File: src/rtl/sound_pkg.sv
// rtl/sound_pkg.sv - shared note codes, scheduler state type and default sizes
package sound_pkg;

  localparam int DEF_N_REQ = 3;
  localparam int DEF_DUR_W = 9;

  localparam logic [2:0] REST = 3'd0;
  localparam logic [2:0] FA   = 3'd1;
  localparam logic [2:0] RE   = 3'd2;
  localparam logic [2:0] SOL  = 3'd3;
  localparam logic [2:0] DO   = 3'd4;
  localparam logic [2:0] SIB  = 3'd5;

  typedef enum logic [1:0] {
    ST_IDLE = 2'd0,
    ST_PLAY = 2'd1,
    ST_GAP  = 2'd2
  } snd_state_t;

endpackage

File: src/rtl/sound_sched_if.sv
// rtl/sound_sched_if.sv - requester note offers, ready and completion pulses
interface sound_sched_if
  import sound_pkg::*;
#(
  parameter int N_REQ = DEF_N_REQ,
  parameter int DUR_W = DEF_DUR_W
);

  logic [N_REQ-1:0]       req_valid;
  logic [3*N_REQ-1:0]     req_note;
  logic [DUR_W*N_REQ-1:0] req_dur;
  logic [N_REQ-1:0]       req_ready;
  logic [N_REQ-1:0]       done;
  logic [N_REQ-1:0]       abort;

  modport master (
    output req_valid, req_note, req_dur,
    input  req_ready, done, abort
  );

  modport slave (
    input  req_valid, req_note, req_dur,
    output req_ready, done, abort
  );

endinterface

File: src/rtl/sound_prio_pick.sv
// rtl/sound_prio_pick.sv - lowest-index-first priority encoder with eligibility mask
module sound_prio_pick
  import sound_pkg::*;
#(
  parameter int N     = DEF_N_REQ,
  parameter int IDX_W = 2
) (
  input  logic [N-1:0]     req,
  input  logic [N-1:0]     mask,
  output logic [N-1:0]     grant,
  output logic [IDX_W-1:0] idx,
  output logic             any
);

  // Scan from the top down so the lowest eligible index is the last one written
  always_comb begin
    grant = '0;
    idx   = '0;
    any   = 1'b0;
    for (int i = N - 1; i >= 0; i--) begin
      if (req[i] && mask[i]) begin
        grant    = '0;
        grant[i] = 1'b1;
        idx      = IDX_W'(i);
        any      = 1'b1;
      end
    end
  end

endmodule

File: src/rtl/sound_sched.sv
// rtl/sound_sched.sv - fixed-priority buzzer arbiter and ms-timed note sequencer
module sound_sched
  import sound_pkg::*;
#(
  parameter int N_REQ   = DEF_N_REQ,
  parameter int DUR_W   = DEF_DUR_W,
  parameter int GAP_MS  = 10,
  parameter int PREEMPT = 1
) (
  input  logic         clk,
  input  logic         rst_n,
  input  logic         tick_ms,
  input  logic         enable,
  sound_sched_if.slave bus,
  output logic [2:0]   note_out,
  output logic         busy,
  output logic [1:0]   owner
);

  // A zero gap still needs a one-bit counter so the declaration stays legal
  localparam int GAP_W = (GAP_MS > 0) ? $clog2(GAP_MS + 1) : 1;

  snd_state_t       state;
  logic [DUR_W-1:0] remaining;
  logic [GAP_W-1:0] gap_cnt;

  logic [N_REQ-1:0] pick_mask;
  logic [N_REQ-1:0] grant;
  logic [1:0]       grant_idx;
  logic             grant_any;
  logic [2:0]       sel_note;
  logic [DUR_W-1:0] sel_dur;
  logic [DUR_W-1:0] load_dur;
  logic [N_REQ-1:0] owner_bit;

  // Eligible requesters: everyone in IDLE, only higher priority than the owner in PLAY
  always_comb begin
    pick_mask = '0;
    for (int i = 0; i < N_REQ; i++) begin
      if (enable && state == ST_IDLE) begin
        pick_mask[i] = 1'b1;
      end else if (enable && state == ST_PLAY && PREEMPT != 0 && i < int'(owner)) begin
        pick_mask[i] = 1'b1;
      end
    end
  end

  sound_prio_pick #(
    .N     (N_REQ),
    .IDX_W (2)
  ) u_pick (
    .req   (bus.req_valid),
    .mask  (pick_mask),
    .grant (grant),
    .idx   (grant_idx),
    .any   (grant_any)
  );

  assign bus.req_ready = grant;

  // Route the granted requester's note and duration; a zero duration still plays one tick
  always_comb begin
    sel_note = '0;
    sel_dur  = '0;
    for (int i = 0; i < N_REQ; i++) begin
      if (grant[i]) begin
        sel_note = bus.req_note[3*i +: 3];
        sel_dur  = bus.req_dur[DUR_W*i +: DUR_W];
      end
    end
    load_dur = (sel_dur == '0) ? DUR_W'(1) : sel_dur;
  end

  // One-hot form of the current owner for the done/abort pulses
  always_comb begin
    owner_bit = '0;
    for (int i = 0; i < N_REQ; i++) begin
      owner_bit[i] = (int'(owner) == i);
    end
  end

  // Sequencer: grant, per-tick note timing, preemption, post-note gap and enable drop
  always_ff @(posedge clk or negedge rst_n) begin
    if (!rst_n) begin
      state     <= ST_IDLE;
      note_out  <= REST;
      busy      <= 1'b0;
      owner     <= '0;
      bus.done  <= '0;
      bus.abort <= '0;
      remaining <= '0;
      gap_cnt   <= '0;
    end else begin
      bus.done  <= '0;
      bus.abort <= '0;
      if (!enable) begin
        if (state == ST_PLAY) begin
          bus.abort <= owner_bit;
        end
        state     <= ST_IDLE;
        note_out  <= REST;
        busy      <= 1'b0;
        remaining <= '0;
        gap_cnt   <= '0;
      end else begin
        case (state)
          ST_IDLE: begin
            if (grant_any) begin
              owner     <= grant_idx;
              note_out  <= sel_note;
              remaining <= load_dur;
              busy      <= 1'b1;
              state     <= ST_PLAY;
            end
          end
          ST_PLAY: begin
            if (grant_any) begin
              // Preemption swaps notes at one edge; a coincident tick is dropped
              bus.abort <= owner_bit;
              owner     <= grant_idx;
              note_out  <= sel_note;
              remaining <= load_dur;
            end else if (tick_ms) begin
              if (remaining == DUR_W'(1)) begin
                bus.done  <= owner_bit;
                note_out  <= REST;
                remaining <= '0;
                gap_cnt   <= '0;
                if (GAP_MS == 0) begin
                  busy  <= 1'b0;
                  state <= ST_IDLE;
                end else begin
                  state <= ST_GAP;
                end
              end else begin
                remaining <= remaining - 1'b1;
              end
            end
          end
          ST_GAP: begin
            if (tick_ms) begin
              if (gap_cnt == GAP_W'(GAP_MS - 1)) begin
                gap_cnt <= '0;
                busy    <= 1'b0;
                state   <= ST_IDLE;
              end else begin
                gap_cnt <= gap_cnt + 1'b1;
              end
            end
          end
          default: begin
            state <= ST_IDLE;
          end
        endcase
      end
    end
  end

endmodule

File: src/flat_wrapper.sv
// flat-port wrapper written by rule: the top's interface ports become plain ports
module sound_sched_flat import sound_pkg::*;
#(
  parameter int N_REQ   = DEF_N_REQ,
  parameter int DUR_W   = DEF_DUR_W,
  parameter int GAP_MS  = 10,
  parameter int PREEMPT = 1
)
  (clk, rst_n, tick_ms, enable, note_out, busy, owner, bus_req_valid, bus_req_note, bus_req_dur, bus_req_ready, bus_done, bus_abort);
  sound_sched_if #(.N_REQ(N_REQ), .DUR_W(DUR_W)) bus_i ();
  input  logic clk;
  input  logic rst_n;
  input  logic tick_ms;
  input  logic enable;
  output logic [2:0] note_out;
  output logic busy;
  output logic [1:0] owner;
  input wire logic [$bits(bus_i.req_valid)-1:0] bus_req_valid;
  input wire logic [$bits(bus_i.req_note)-1:0] bus_req_note;
  input wire logic [$bits(bus_i.req_dur)-1:0] bus_req_dur;
  output wire logic [$bits(bus_i.req_ready)-1:0] bus_req_ready;
  output wire logic [$bits(bus_i.done)-1:0] bus_done;
  output wire logic [$bits(bus_i.abort)-1:0] bus_abort;
  assign bus_i.req_valid = bus_req_valid;
  assign bus_i.req_note = bus_req_note;
  assign bus_i.req_dur = bus_req_dur;
  assign bus_req_ready = bus_i.req_ready;
  assign bus_done = bus_i.done;
  assign bus_abort = bus_i.abort;
  sound_sched #(.N_REQ(N_REQ), .DUR_W(DUR_W), .GAP_MS(GAP_MS), .PREEMPT(PREEMPT)) u_core (.clk(clk), .rst_n(rst_n), .tick_ms(tick_ms), .enable(enable), .bus(bus_i), .note_out(note_out), .busy(busy), .owner(owner));
endmodule
File: config.mk
export PLATFORM = sky130hd
export DESIGN_NAME = sound_sched_flat
export DESIGN_NICKNAME = d
export VERILOG_FILES = /design/src/rtl/sound_pkg.sv /design/src/rtl/sound_sched_if.sv /design/src/rtl/sound_prio_pick.sv /design/src/rtl/sound_sched.sv /design/src/flat_wrapper.sv
export SDC_FILE = /design/constraint.sdc
export NUM_CORES = 1
export LEC_CHECK = 0
export BUFFER_PORTS_ARGS = -buffer_cell sky130_fd_sc_hd__buf_4
export CAP_MARGIN = 20
export CORE_MARGIN = 2
export CORE_UTILIZATION = 46
export DETAILED_ROUTE_END_ITERATION = 8
export HOLD_SLACK_MARGIN = 0.12
export PLACE_DENSITY = 0.8
export SLEW_MARGIN = 30
export SYNTH_ARGS = -nofsm -noshare
export SYNTH_HDL_FRONTEND = slang
export SYNTH_SLANG_ARGS = --single-unit
File: constraint.sdc
create_clock -name clk -period 2.2 [get_ports clk]
set_input_delay 0.22 -clock clk [delete_from_list [all_inputs] [get_ports clk]]
set_output_delay 0.22 -clock clk [all_outputs]
set_load 0.005 [all_outputs]
==> results of run 1 <==
## critical path: cells and delay by family (launching register included)
kind	cells	cell delay, ns
AO/OA/AOI/OAI	3	0.54
buffers and inverters	2	0.30
AND/OR/NAND/NOR	3	0.98
flip-flops	1	0.40
## final cells by class
| cell class | count | area [sq um] | area share |
|---|---|---|---|
| clock inverter | 1 | 8.76 | 0.00339 |
| tap | 48 | 60.1 | 0.0232 |
| multi-input combinational | 161 | 1100 | 0.427 |
| clock buffer | 3 | 41.3 | 0.0160 |
| sequential | 27 | 676 | 0.261 |
| inverter | 10 | 41.3 | 0.0160 |
| timing repair buffer | 87 | 656 | 0.254 |
## path summary, 6_finish.rpt
path / start / to / cells past startpoint
max in group asynchronous: rst_n / u_core.note_out[2]$_DFFE_PN0P_ / 2
hold / removal: tick_ms / u_core.gap_cnt[0]$_DFFE_PN0P_ / 3
setup / recovery: u_core.state[0]$_DFFE_PN0P_ / u_core.remaining[0]$_DFFE_PN0P_ / 8
setup reg to reg: u_core.state[0]$_DFFE_PN0P_ / u_core.remaining[0]$_DFFE_PN0P_ / 8
hold reg to reg: u_core.gap_cnt[2]$_DFFE_PN0P_ / u_core.gap_cnt[2]$_DFFE_PN0P_ / 1
min in group asynchronous: rst_n / u_core.state[0]$_DFFE_PN0P_ / 2
## synthesized netlist by cell type, drive strengths merged (3+ instances only)
| cell | number |
|---|---|
| inv | 10 |
| o31ai | 5 |
| nor4 | 3 |
| a22o | 4 |
| nand2 | 17 |
| o2bb2ai | 3 |
| nand2b | 8 |
| o32ai | 3 |
| or2 | 3 |
| dfrtp | 27 |
| a21oi | 6 |
| a221o | 6 |
| o21ai | 18 |
| buf | 9 |
| a21boi | 4 |
| clkbuf | 4 |
| nand3 | 5 |
| nand4 | 3 |
| nor3 | 10 |
| ha | 4 |
| nor2 | 24 |
## report_power, final
group | internal, mW | switching, mW
Combinational | 0.929 | 1.02
Clock | 0.133 | 0.178
Sequential | 0.644 | 0.123
Total | 1.71 | 1.32
## cell families after synthesis
| kind of cell | Yosys count | share of synthesized area |
|---|---|---|
| AO/OA/AOI/OAI | 70 | 0.293 |
| AND/OR/NAND/NOR | 85 | 0.236 |
| flip-flops | 27 | 0.371 |
| buffers and inverters | 23 | 0.0611 |
| multiplexers | 2 | 0.0117 |
| adder cells (fa/ha/maj) | 4 | 0.0275 |
## repair_timing
| action | 4_1_cts | 5_1_grt |
|---|---|---|
| pin swaps | 3 | 3 |
| buffers inserted | 3 | 0 |
| resized for setup | 4 | 7 |
| hold endpoints to repair | 27 | 0 |
| hold buffers | 1 | 0 |
| endpoints found under the setup margin | 5 | 14 |
## through the flow
stage / instances / power, mW / setup TNS (ns)
2_1_floorplan: 211 / 1.89 / -0.0185
3_3_place_gp: 329 / 2.56 / 0
3_5_place_dp: 329 / 2.58 / -0.125
4_1_cts: 337 / 2.95 / -0.0226
5_1_grt: 337 / 3.24 / -0.808
6_report: 337 / 3.03 / -0.225
## metal layers
metal  vias up  track usage  share of wire
li1        937            -              -
met1       919        0.341           0.43
met2       109        0.430           0.46
met3        17       0.0389          0.089
met4         0       0.0995          0.024
met5         -            0              0
## state kept, by name, indices dropped and copies added (netlist names)
| signal | cells |
|---|---|
| u_core.owner | 2 |
| u_core.remaining | 9 |
| u_core.bus.abort | 3 |
| u_core.busy | 1 |
| u_core.bus.done | 3 |
| u_core.gap_cnt | 4 |
| u_core.state | 2 |
| u_core.note_out | 3 |
==> results.md, run 1 <==
* Maximum VDD drop at 0.674 mV
* Top_reg_cell synth: dfrtp_1
* Largest net degree at the start of global routing at 28
* DP Wirelength at 4.11 mm
* Status: complete, but fails checks
* Most frequent standard cell in the layout excluding fill and tap cells: buf_4
* Ant. Diodes at 0
* Vias/cell at 5.88
* Synth area leader: dfrtp_1
* Die height at 67.0 um
* Failing checks: negative setup slack
* Num CTS Buffers at 3
* Synth top area share at 0.371
* Pre-CTS setup slack at -0.109 ns
* Final worst setup slack at -0.0919 ns
* Synth warnings at 0
* Area growth, synth to finish at 41.9%
* CP startpoint kind: flop
* Finished layout cell area at 0.00259 sq mm
* Final core utilization at 0.691
* Final Skew at 0.00684 ns
* Clock buffer depth at 2
* GRT Total Usage at 0.260
* Syn nets at 258
* CP Class: flop to flop
* Total placed instance area at 0.00245 sq mm
* Slowest stage delay, CP at 0.56 ns
* Die area at 0.00448 sq mm
* Number of remaining DRC errors at 0
* Peak Freq at 436 MHz
* Total iterations of the first detailed-routing run at 5
* FP Rows at 22
* Seq/Total Area, Yosys at 0.371
* Post-synth EDFFs at 0
* Unrepaired setup endpoints after global routing: yes
* CTS tree: done
* Slew Viols, Final at 0
* Type of the worst min-delay path: input port to flop
* Layout cells sized above 1 at 0.381
* Period utilization at 1.04
* Reg2reg setup slack at -0.09 ns
* CP Data Required Time at 2.41 ns
* CTS HTree Levels at 1
* Leakage power at 1.22 nW
* Post-DRT Antenna Nets at 0
* Drt wl/cell at 16.4 um
* Crit path max fanout at 5
* Synth Cell Area at 0.00182 sq mm
* Clock transition at path regs at 0.11 ns
* Clock Sinks at 27
* Hold slack at 0.277 ns
* Cells after synthesis at 211
* Fin crit period at 2.29 ns
* Pwr per Cell Area at 1170 mW/mm^2
* First-pass GRT wire length at 8.81 mm
* Fillers at 318
* Total number of vias at 1982
* Register bit total from synthesis at 27
* CP Data Arrival Time at 2.50 ns
* CP Capture Type: flop
* GRT Residual Overflow at 0
* Vias in the first global route at 1917
* Commonest non-fill, non-tap cells in the layout: buf_4 (86), dfrtp_1 (27), nor2_1 (23)
* Initial detailed-routing violation count at 153
* Worst-path cell chain: buf_4 -> nor3b_2 -> or2_4 -> clkinvlp_4 -> a311oi_4 -> o22ai_1 -> or4_1 -> o221ai_2
* Post-synth ARST share at 1.00
* Port Buffers at 57
* Core area at 0.00374 sq mm
* Die width at 67.0 um
* Worst-Margin Slew at 0.689 ns
* Final GP Congestion at 0.983
* Final wirelength at 5.52 mm
* Slew margin rel. at 0.538
* IO Pins at 58
* Yosys cell types at 55
* Root buffer cell: clkbuf_8
* Initial antenna violation count at 0
* Initial core utilization at 0.487
* Number of max-cap violations at 0
* Largest cells by area after synthesis: dfrtp_1 (37%), o21ai_0 (4.9%), nor2_1 (4.9%)
* Avg Synthesized Cell Area at 8.64 sq um
* Fin nets at 337
* Final Hold Viols at 0
* CP max-delay cell: or4_1
* Setup violators final at 6
* Worst-Skew Late Latency at 0.28 ns
No activity file was read; power rests on OpenSTA's default activity.
==> inputs of run 2 (changes only) <==
--- a/config.mk
+++ b/config.mk
@@ -8,11 +8,12 @@
 export BUFFER_PORTS_ARGS = -buffer_cell sky130_fd_sc_hd__buf_4
 export CAP_MARGIN = 20
 export CORE_MARGIN = 2
-export CORE_UTILIZATION = 46
+export CORE_UTILIZATION = 30
 export DETAILED_ROUTE_END_ITERATION = 8
 export HOLD_SLACK_MARGIN = 0.12
-export PLACE_DENSITY = 0.8
+export PLACE_DENSITY = 0.58
 export SLEW_MARGIN = 30
 export SYNTH_ARGS = -nofsm -noshare
 export SYNTH_HDL_FRONTEND = slang
+export SYNTH_HIERARCHICAL = 1
 export SYNTH_SLANG_ARGS = --single-unit
==> run 2 against run 1 <==
  * The run now ends clean
  * Sequential power fell by 22%
  * Fmax rose by 8.8%
  * Register-to-register slack better by 0.19 ns
  * Global-route usage decreased by 9.7 points
  * Total power decreased by 47%
  * Setup slack better by 0.19 ns
  * Critical path type unchanged
==> results.md, run 2 <==
* Maximum VDD drop at 0.284 mV (-58%)
* Top_reg_cell synth: dfrtp_1
* Pwr per Cell Area at 607 mW/mm^2 (-48%)
* Synth area leader: dfrtp_1
* Clock buffer depth at 2 (unchanged)
* Vias in the first global route at 1852 (-3.4%)
* Regs by FF count: u_core/remaining: 9 flops, u_core/gap_cnt: 4 flops
* Fin cells at 370 (+9.8%)
* Initial core utilization at 0.309 (-0.178)
* Final core utilization at 0.448 (-0.243)
* Cells after synthesis at 217 (+2.8%)
* CP startpoint kind: flop
* Number of remaining DRC errors at 0 (unchanged)
* Placed instance count at 361 (+9.7%)
* IO Pins at 58 (unchanged)
* Commonest non-fill, non-tap cells in the layout: buf_4 (83), dfrtp_1 (27), nand2_1 (23)
* Port Buffers at 57 (unchanged)
* Setup violators final at 0 (-6)
* Number of max-cap violations at 0 (unchanged)
* DP Wirelength at 4.03 mm (-1.9%)
* Yosys cell types at 48 (-13%)
* Fin nets at 343 (+1.8%)
* Ant. Diodes at 0 (unchanged)
* Leakage power at 1.22 nW (+0.37%)
* Status: completed
* Synth Cell Area at 0.00183 sq mm (+0.48%)
* Avg Synthesized Cell Area at 8.44 sq um (-2.3%)
* Largest net degree at the start of global routing at 28 (unchanged)
* CP Capture Type: flop
* Post-DRT Antenna Nets at 0 (unchanged)
* Peak Freq at 475 MHz (+8.8%)
* Fin crit period at 2.11 ns (-0.186 ns)
* Final Hold Viols at 0 (unchanged)
* Total number of vias at 1922 (-3.0%)
* Post-synth EDFFs at 0 (unchanged)
* CTS HTree Levels at 1 (unchanged)
* Slew Viols, Final at 0 (unchanged)
* FP Rows at 28 (+27%)
* Most frequent standard cell in the layout excluding fill and tap cells: buf_4
* Layout cells sized above 1 at 0.400 (+0.0194)
* Syn nets at 264 (+2.3%)
* Num CTS Buffers at 3 (unchanged)
* GRT Total Usage at 0.163 (-0.0970)
* Synth top area share at 0.369 (-0.00177)
* Area growth, synth to finish at 44.7%
* Largest cells by area after synthesis: dfrtp_1 (37%), o21ai_0 (6.6%), a21oi_1 (5.2%)
* Post-synth ARST share at 1.00 (unchanged)
* First-pass GRT wire length at 8.58 mm (-2.7%)
* Worst-Margin Slew at 0.405 ns (-0.284 ns)
* Final Skew at 0.0137 ns (+0.00684 ns)
* Total iterations of the first detailed-routing run at 4 (-1)
* CTS tree: done
* Vias/cell at 5.19 (-12%)
* Die area at 0.00675 sq mm (+51%)
* Period utilization at 0.957 (-0.0846)
* GRT Residual Overflow at 0 (unchanged)
* Initial antenna violation count at 0 (unchanged)
* Final wirelength at 5.21 mm (-5.7%)
* Drt wl/cell at 14.1 um (-14%)
* Root buffer cell: clkbuf_8
* Initial detailed-routing violation count at 154 (+0.65%)
* Synth warnings at 6 (+6)
* Synth top cells by count: dfrtp_1 (27), nand2_1 (25), o21ai_0 (24)
* Die width at 82.1 um (+23%)
* Unrepaired setup endpoints after global routing: yes
* CP Data Arrival Time at 2.29 ns (-0.21 ns)
* CP Class: flop to flop
* Fillers at 563 (+77%)
* Reg with most FFs: u_core/remaining
* Die height at 82.1 um (+23%)
* Clock transition at path regs at 0.11 ns (about the same)
* Reg2reg setup slack at 0.09 ns (+0.19 ns)
* Type of the worst min-delay path: input port to flop
* Register bit total from synthesis at 27 (unchanged)
* Core area at 0.00592 sq mm (+58%)
* Final GP Congestion at 0.864 (-12%)
* Seq/Total Area, Yosys at 0.369 (-0.00177)
* CP Data Required Time at 2.39 ns (-0.02 ns)
* Worst-Skew Late Latency at 0.29 ns (about the same)
* Max reg flops at 9 (unchanged)
* Crit path max fanout at 7 (+2)
* Slew margin rel. at 0.727 (+0.189)
* Hold Path Stages at 3 (unchanged)
* Most common cell in the netlist: dfrtp_1
* Tot Pwr at 1.61 mW (-47%)
* Clock Sinks at 27 (unchanged)
* Reg2reg path depth at 8 (unchanged)
run 2: changes by cell type after synthesis, moves of 4 or more:
cell and change:
nand3b_1 +5, nand3_1 -4, a221o_1 -4, a22oi_1 +7
o21ai_0 +6, o31ai_1 -4, nor3_1 -5, a21oi_1 +13
a2bb2oi_1 +5, nand2_1 +8
run 2: power breakdown:
group          leakage [nW]  switching [mW]  total [mW]  internal, mW
Combinational         0.828           0.344       0.702         0.358
Clock                0.0261           0.177       0.310         0.133
Sequential            0.368          0.0549       0.598         0.543
run 2: timing repair:
action,4_1_cts,5_1_grt
endpoints found under the hold margin,27,0
endpoints found under the setup margin,1,14
gates cloned,0,0
hold buffers,1,0
gates resized for setup,3,18
buffers inserted,0,4
pin swaps,0,7
run 2: path summary, 6_finish.rpt:
kind                                                   endpoint                          start
worst min register to register    u_core/gap_cnt[3]$_DFFE_PN0P_  u_core/gap_cnt[3]$_DFFE_PN0P_
min in group asynchronous          u_core/bus.done[2]$_DFF_PN0_                          rst_n
max in group asynchronous       u_core/remaining[8]$_DFFE_PN0P_                          rst_n
worst min-delay path            u_core/remaining[0]$_DFFE_PN0P_                bus_req_dur[18]
worst max-delay path                u_core/owner[1]$_DFFE_PN0P_    u_core/state[1]$_DFFE_PN0P_
worst max register to register      u_core/owner[1]$_DFFE_PN0P_    u_core/state[1]$_DFFE_PN0P_
run 2: kinds of logic after synthesis:
group           Yosys count  share of synthesized area
compound gates           75                      0.260
mux                       5                     0.0294
xor+xnor                  1                    0.00478
flops                    27                      0.369
buf+inv                  19                     0.0485
fa+ha+maj                 4                     0.0273
simple gates             86                      0.262
run 2: final cells by class:
type | instances | area, sq um | area share
tap | 75 | 93.8 | 0.0354
timing repair buffer | 85 | 644 | 0.243
inverter | 8 | 30.0 | 0.0113
multi-input combinational | 171 | 1160 | 0.437
sequential | 27 | 676 | 0.255
clock buffer | 3 | 41.3 | 0.0156
clock inverter | 1 | 8.76 | 0.00330
run 2: metrics by stage:
step,cell area [sq um],setup TNS [ns],worst slack [ns],hold WS (ns)
after floorplan,1850,0,0.00938,-0.0756
after global placement,2480,0,0.0515,0.163
after detailed placement,2480,-0.00889,-0.00889,0.163
after CTS,2550,0,0.0120,0.251
after global routing,2650,-0.222,-0.0616,0.281
final,2650,0,0.0943,0.269
run 2: routing by layer:
metal  GRT usage  wire, um  part of all wire  vias to the layer above
met5           0         0                 0                        -
met4      0.0650        97             0.019                        0
met3      0.0185       328             0.063                        8
met2       0.241      2270              0.44                       87
met1       0.240      2510              0.48                      878
li1            -         -                 -                      949
run 2: worst max-delay path, stage by stage (launching register included):
cell      delay, ns
dfrtp_1        0.41
nand2b_4       0.18
a21oi_2        0.11
and2_4         0.22
nand3b_1       0.20
a21oi_1        0.09
nor2_1         0.33
nand2_1        0.17
mux2_2         0.30
==> inputs of run 3 (changes only) <==
--- a/config.mk
+++ b/config.mk
@@ -8,10 +8,10 @@
 export BUFFER_PORTS_ARGS = -buffer_cell sky130_fd_sc_hd__buf_4
 export CAP_MARGIN = 20
 export CORE_MARGIN = 2
-export CORE_UTILIZATION = 30
+export CORE_UTILIZATION = 32
 export DETAILED_ROUTE_END_ITERATION = 8
 export HOLD_SLACK_MARGIN = 0.12
-export PLACE_DENSITY = 0.58
+export PLACE_DENSITY = 0.6
 export SLEW_MARGIN = 30
 export SYNTH_ARGS = -nofsm -noshare
 export SYNTH_HDL_FRONTEND = slang
==> run 3 against run 2 <==
  * Critical path depth stayed put
  * Global-route usage increased by 0.53 points
  * Core utilization rose by 2.4 points
  * Largest power group unchanged
  * Largest cell class unchanged
  * Die area is 5.9% lower
  * Cell area shrank 1.9%
  * Clock skew decreased by 0.011 ns
  * Fmax is 0.37% higher
  * Count of clock-buffer cells in the layout unchanged
  * Combinational power down 3.0%
  * Register-to-register slack about the same
  * Cell count down 2.2%
==> results.md, run 3 (synthesized netlist as in run 2, its figures left out) <==
* Worst-Skew Late Latency at 0.28 ns (about the same)
* Met3 usage at 0.0192 (+0.000753)
* Initial core utilization at 0.333 (+0.0233)
* Crit path max fanout at 6 (-1)
* CTS HTree Levels at 1 (unchanged)
* Finished layout cell area at 0.00260 sq mm (-1.9%)
* CP Data Arrival Time at 2.27 ns (-0.02 ns)
* Most frequent CP cell: a21oi_1
* Ant. Diodes at 0 (unchanged)
* Type of the worst min-delay path: input port to flop
* Vias/cell at 5.04 (-2.9%)
* Die area at 0.00635 sq mm (-5.9%)
* Final Hold Viols at 0 (unchanged)
* Buf/Inv on CP at 0 (unchanged)
* Vias in the first global route at 1778 (-4.0%)
* Num CTS Buffers at 3 (unchanged)
* CP Capture Type: flop
* Total placed instance area at 0.00246 sq mm (-0.56%)
* Placed instance count at 355 (-1.7%)
* Unrepaired setup endpoints after global routing: yes
* Die height at 79.7 um (-3.0%)
* DP Wirelength at 3.89 mm (-3.4%)
* Max reg flops at 9 (unchanged)
* Number of remaining DRC errors at 0 (unchanged)
* Root buffer cell: clkbuf_8
* Total iterations of the first detailed-routing run at 4 (unchanged)
* Pwr per Cell Area at 605 mW/mm^2 (-0.34%)
* Most frequent standard cell in the layout excluding fill and tap cells: buf_4
* Footprint of the multi-input gates at 0.00114 sq mm (-1.8%)
* Reg with most FFs: u_core/remaining
* CP Data Required Time at 2.37 ns (-0.02 ns)
* Post-DRT Antenna Nets at 0 (unchanged)
* Port Buffers at 57 (unchanged)
* Initial detailed-routing violation count at 61 (-60%)
* Fin crit period at 2.10 ns (-0.00776 ns)
* Worst-path cell chain: nand2b_4 -> a21oi_1 -> and2_4 -> nand3b_1 -> a21oi_1 -> nor2_1 -> nand2_1 -> mux2_2
* Fillers at 547 (-2.8%)
* Total number of vias at 1825 (-5.0%)
* CP max-delay cell: dfrtp_1
* Peak Freq at 477 MHz (+0.37%)
* Drt wl/cell at 13.9 um (-0.93%)
* FP Rows at 27 (-3.6%)
* Busiest grt layer: met2
* Regs by FF count: u_core/remaining: 9 flops, u_core/gap_cnt: 4 flops
* Layout cells sized above 1 at 0.369 (-0.0310)
* Area growth, synth to finish at 41.9%
* Status: completed
* CP delay by family, top: simple AND/OR/NAND/NOR gates
* Slowest stage delay, CP at 0.40 ns (about the same)
* Final worst setup slack at 0.102 ns (+0.00776 ns)
* M2 GR Usage at 0.258 (+0.0165)
* CP startpoint kind: flop
* Slew Viols, Final at 0 (unchanged)
* Number of max-cap violations at 0 (unchanged)
* Clock buffer depth at 2 (unchanged)
* Final GP Congestion at 0.802 (-7.1%)
* IO Pins at 58 (unchanged)
* Maximum VDD drop at 0.347 mV (+22%)
* Fin cells at 362 (-2.2%)
* Clock Sinks at 27 (unchanged)
* Worst-Margin Slew at 0.418 ns (+0.0127 ns)
* GRT Total Usage at 0.168 (+0.00531)
* Fin nets at 338 (-1.5%)
* Register area at 676 sq um (unchanged)
* CP Class: flop to flop
* Setup violators final at 0 (unchanged)
* Core area at 0.00551 sq mm (-7.0%)
* Initial antenna violation count at 0 (unchanged)
* Largest net degree at the start of global routing at 28 (unchanged)
* Final Skew at 0.00250 ns (-0.0112 ns)
* Leakage power at 1.19 nW (-2.9%)
* Clock transition at path regs at 0.10 ns (about the same)
* GRT met1 Usage at 0.245 (+0.00468)
* First-pass GRT wire length at 8.45 mm (-1.4%)
* Final wirelength at 5.05 mm (-3.1%)
* Commonest non-fill, non-tap cells in the layout: buf_4 (77), dfrtp_1 (27), o21ai_0 (24)
* Period utilization at 0.954 (-0.00353)
* CTS tree: done
* Die width at 79.7 um (-3.0%)
* Pre-CTS setup slack at 0.0374 ns (+0.0463 ns)
* Slew margin rel. at 0.720 (-0.00667)
* GRT Residual Overflow at 0 (unchanged)
* Final core utilization at 0.472 (+0.0244)
run 3: cell count changes in the layout (fill, tap and decap cells not counted), moves of 2 or more:
cell / change
a21oi_2: -2
o21ai_0: +2
nor2_1: +2
nor2_2: -2
o21ai_1: -2
a21oi_1: +2
buf_4: -6
run 3: final timing paths:
check	from	end	slack (ns)	cells past startpoint
setup / recovery	u_core/state[1]$_DFFE_PN0P_	u_core/owner[1]$_DFFE_PN0P_	0.10	8
hold / removal	enable	u_core/remaining[5]$_DFFE_PN0P_	0.26	3
setup reg to reg	u_core/state[1]$_DFFE_PN0P_	u_core/owner[1]$_DFFE_PN0P_	0.10	8
hold reg to reg	u_core/gap_cnt[3]$_DFFE_PN0P_	u_core/gap_cnt[3]$_DFFE_PN0P_	0.49	1
max in group asynchronous	rst_n	u_core/remaining[8]$_DFFE_PN0P_	1.54	2
min in group asynchronous	rst_n	u_core/bus.abort[1]$_DFF_PN0_	0.39	2
run 3: cell type report:
class / count / area share
Multi-Input combinational cell: 171 / 0.437
Sequential cell: 27 / 0.260
Timing Repair Buffer: 80 / 0.238
Tap cell: 72 / 0.0346
Clock buffer: 3 / 0.0159
Inverter: 8 / 0.0115
Clock inverter: 1 / 0.00289
run 3: routing by layer:
layer  vias up  share of wire  wire length [um]
li1        935              -                 -
met2        58           0.44              2230
met3         4          0.055               277
met4         0          0.011                55
met5         -              0                 0
met1       828           0.49              2490
run 3: power by group:
part | total [mW] | internal, mW | switching [mW]
Combinational | 0.681 | 0.348 | 0.333
Sequential | 0.593 | 0.543 | 0.0499
Clock | 0.299 | 0.129 | 0.170
Total | 1.57 | 1.02 | 0.553
run 3: per-stage QoR:
stage | hold WS (ns) | power, mW | TNS, ns
2_1_floorplan | -0.0756 | 0.973 | 0
3_3_place_gp | 0.163 | 1.24 | 0
3_5_place_dp | 0.164 | 1.25 | 0
4_1_cts | 0.253 | 1.55 | 0
5_1_grt | 0.268 | 1.69 | -0.219
6_report | 0.259 | 1.57 | 0
run 3: repair_timing:
action / CTS / global route
endpoints found under the setup margin: 0 / 6
hold buffers: 1 / 0
buffers inserted: 0 / 2
hold endpoints to repair: 27 / 0
gates resized for setup: 0 / 13
run 3: worst reg2reg max path: stages (launching register included):
cell,delay [ns]
dfrtp_1,0.40
nand2b_4,0.17
a21oi_1,0.12
and2_4,0.20
nand3b_1,0.19
a21oi_1,0.09
nor2_1,0.35
nand2_1,0.17
mux2_2,0.30
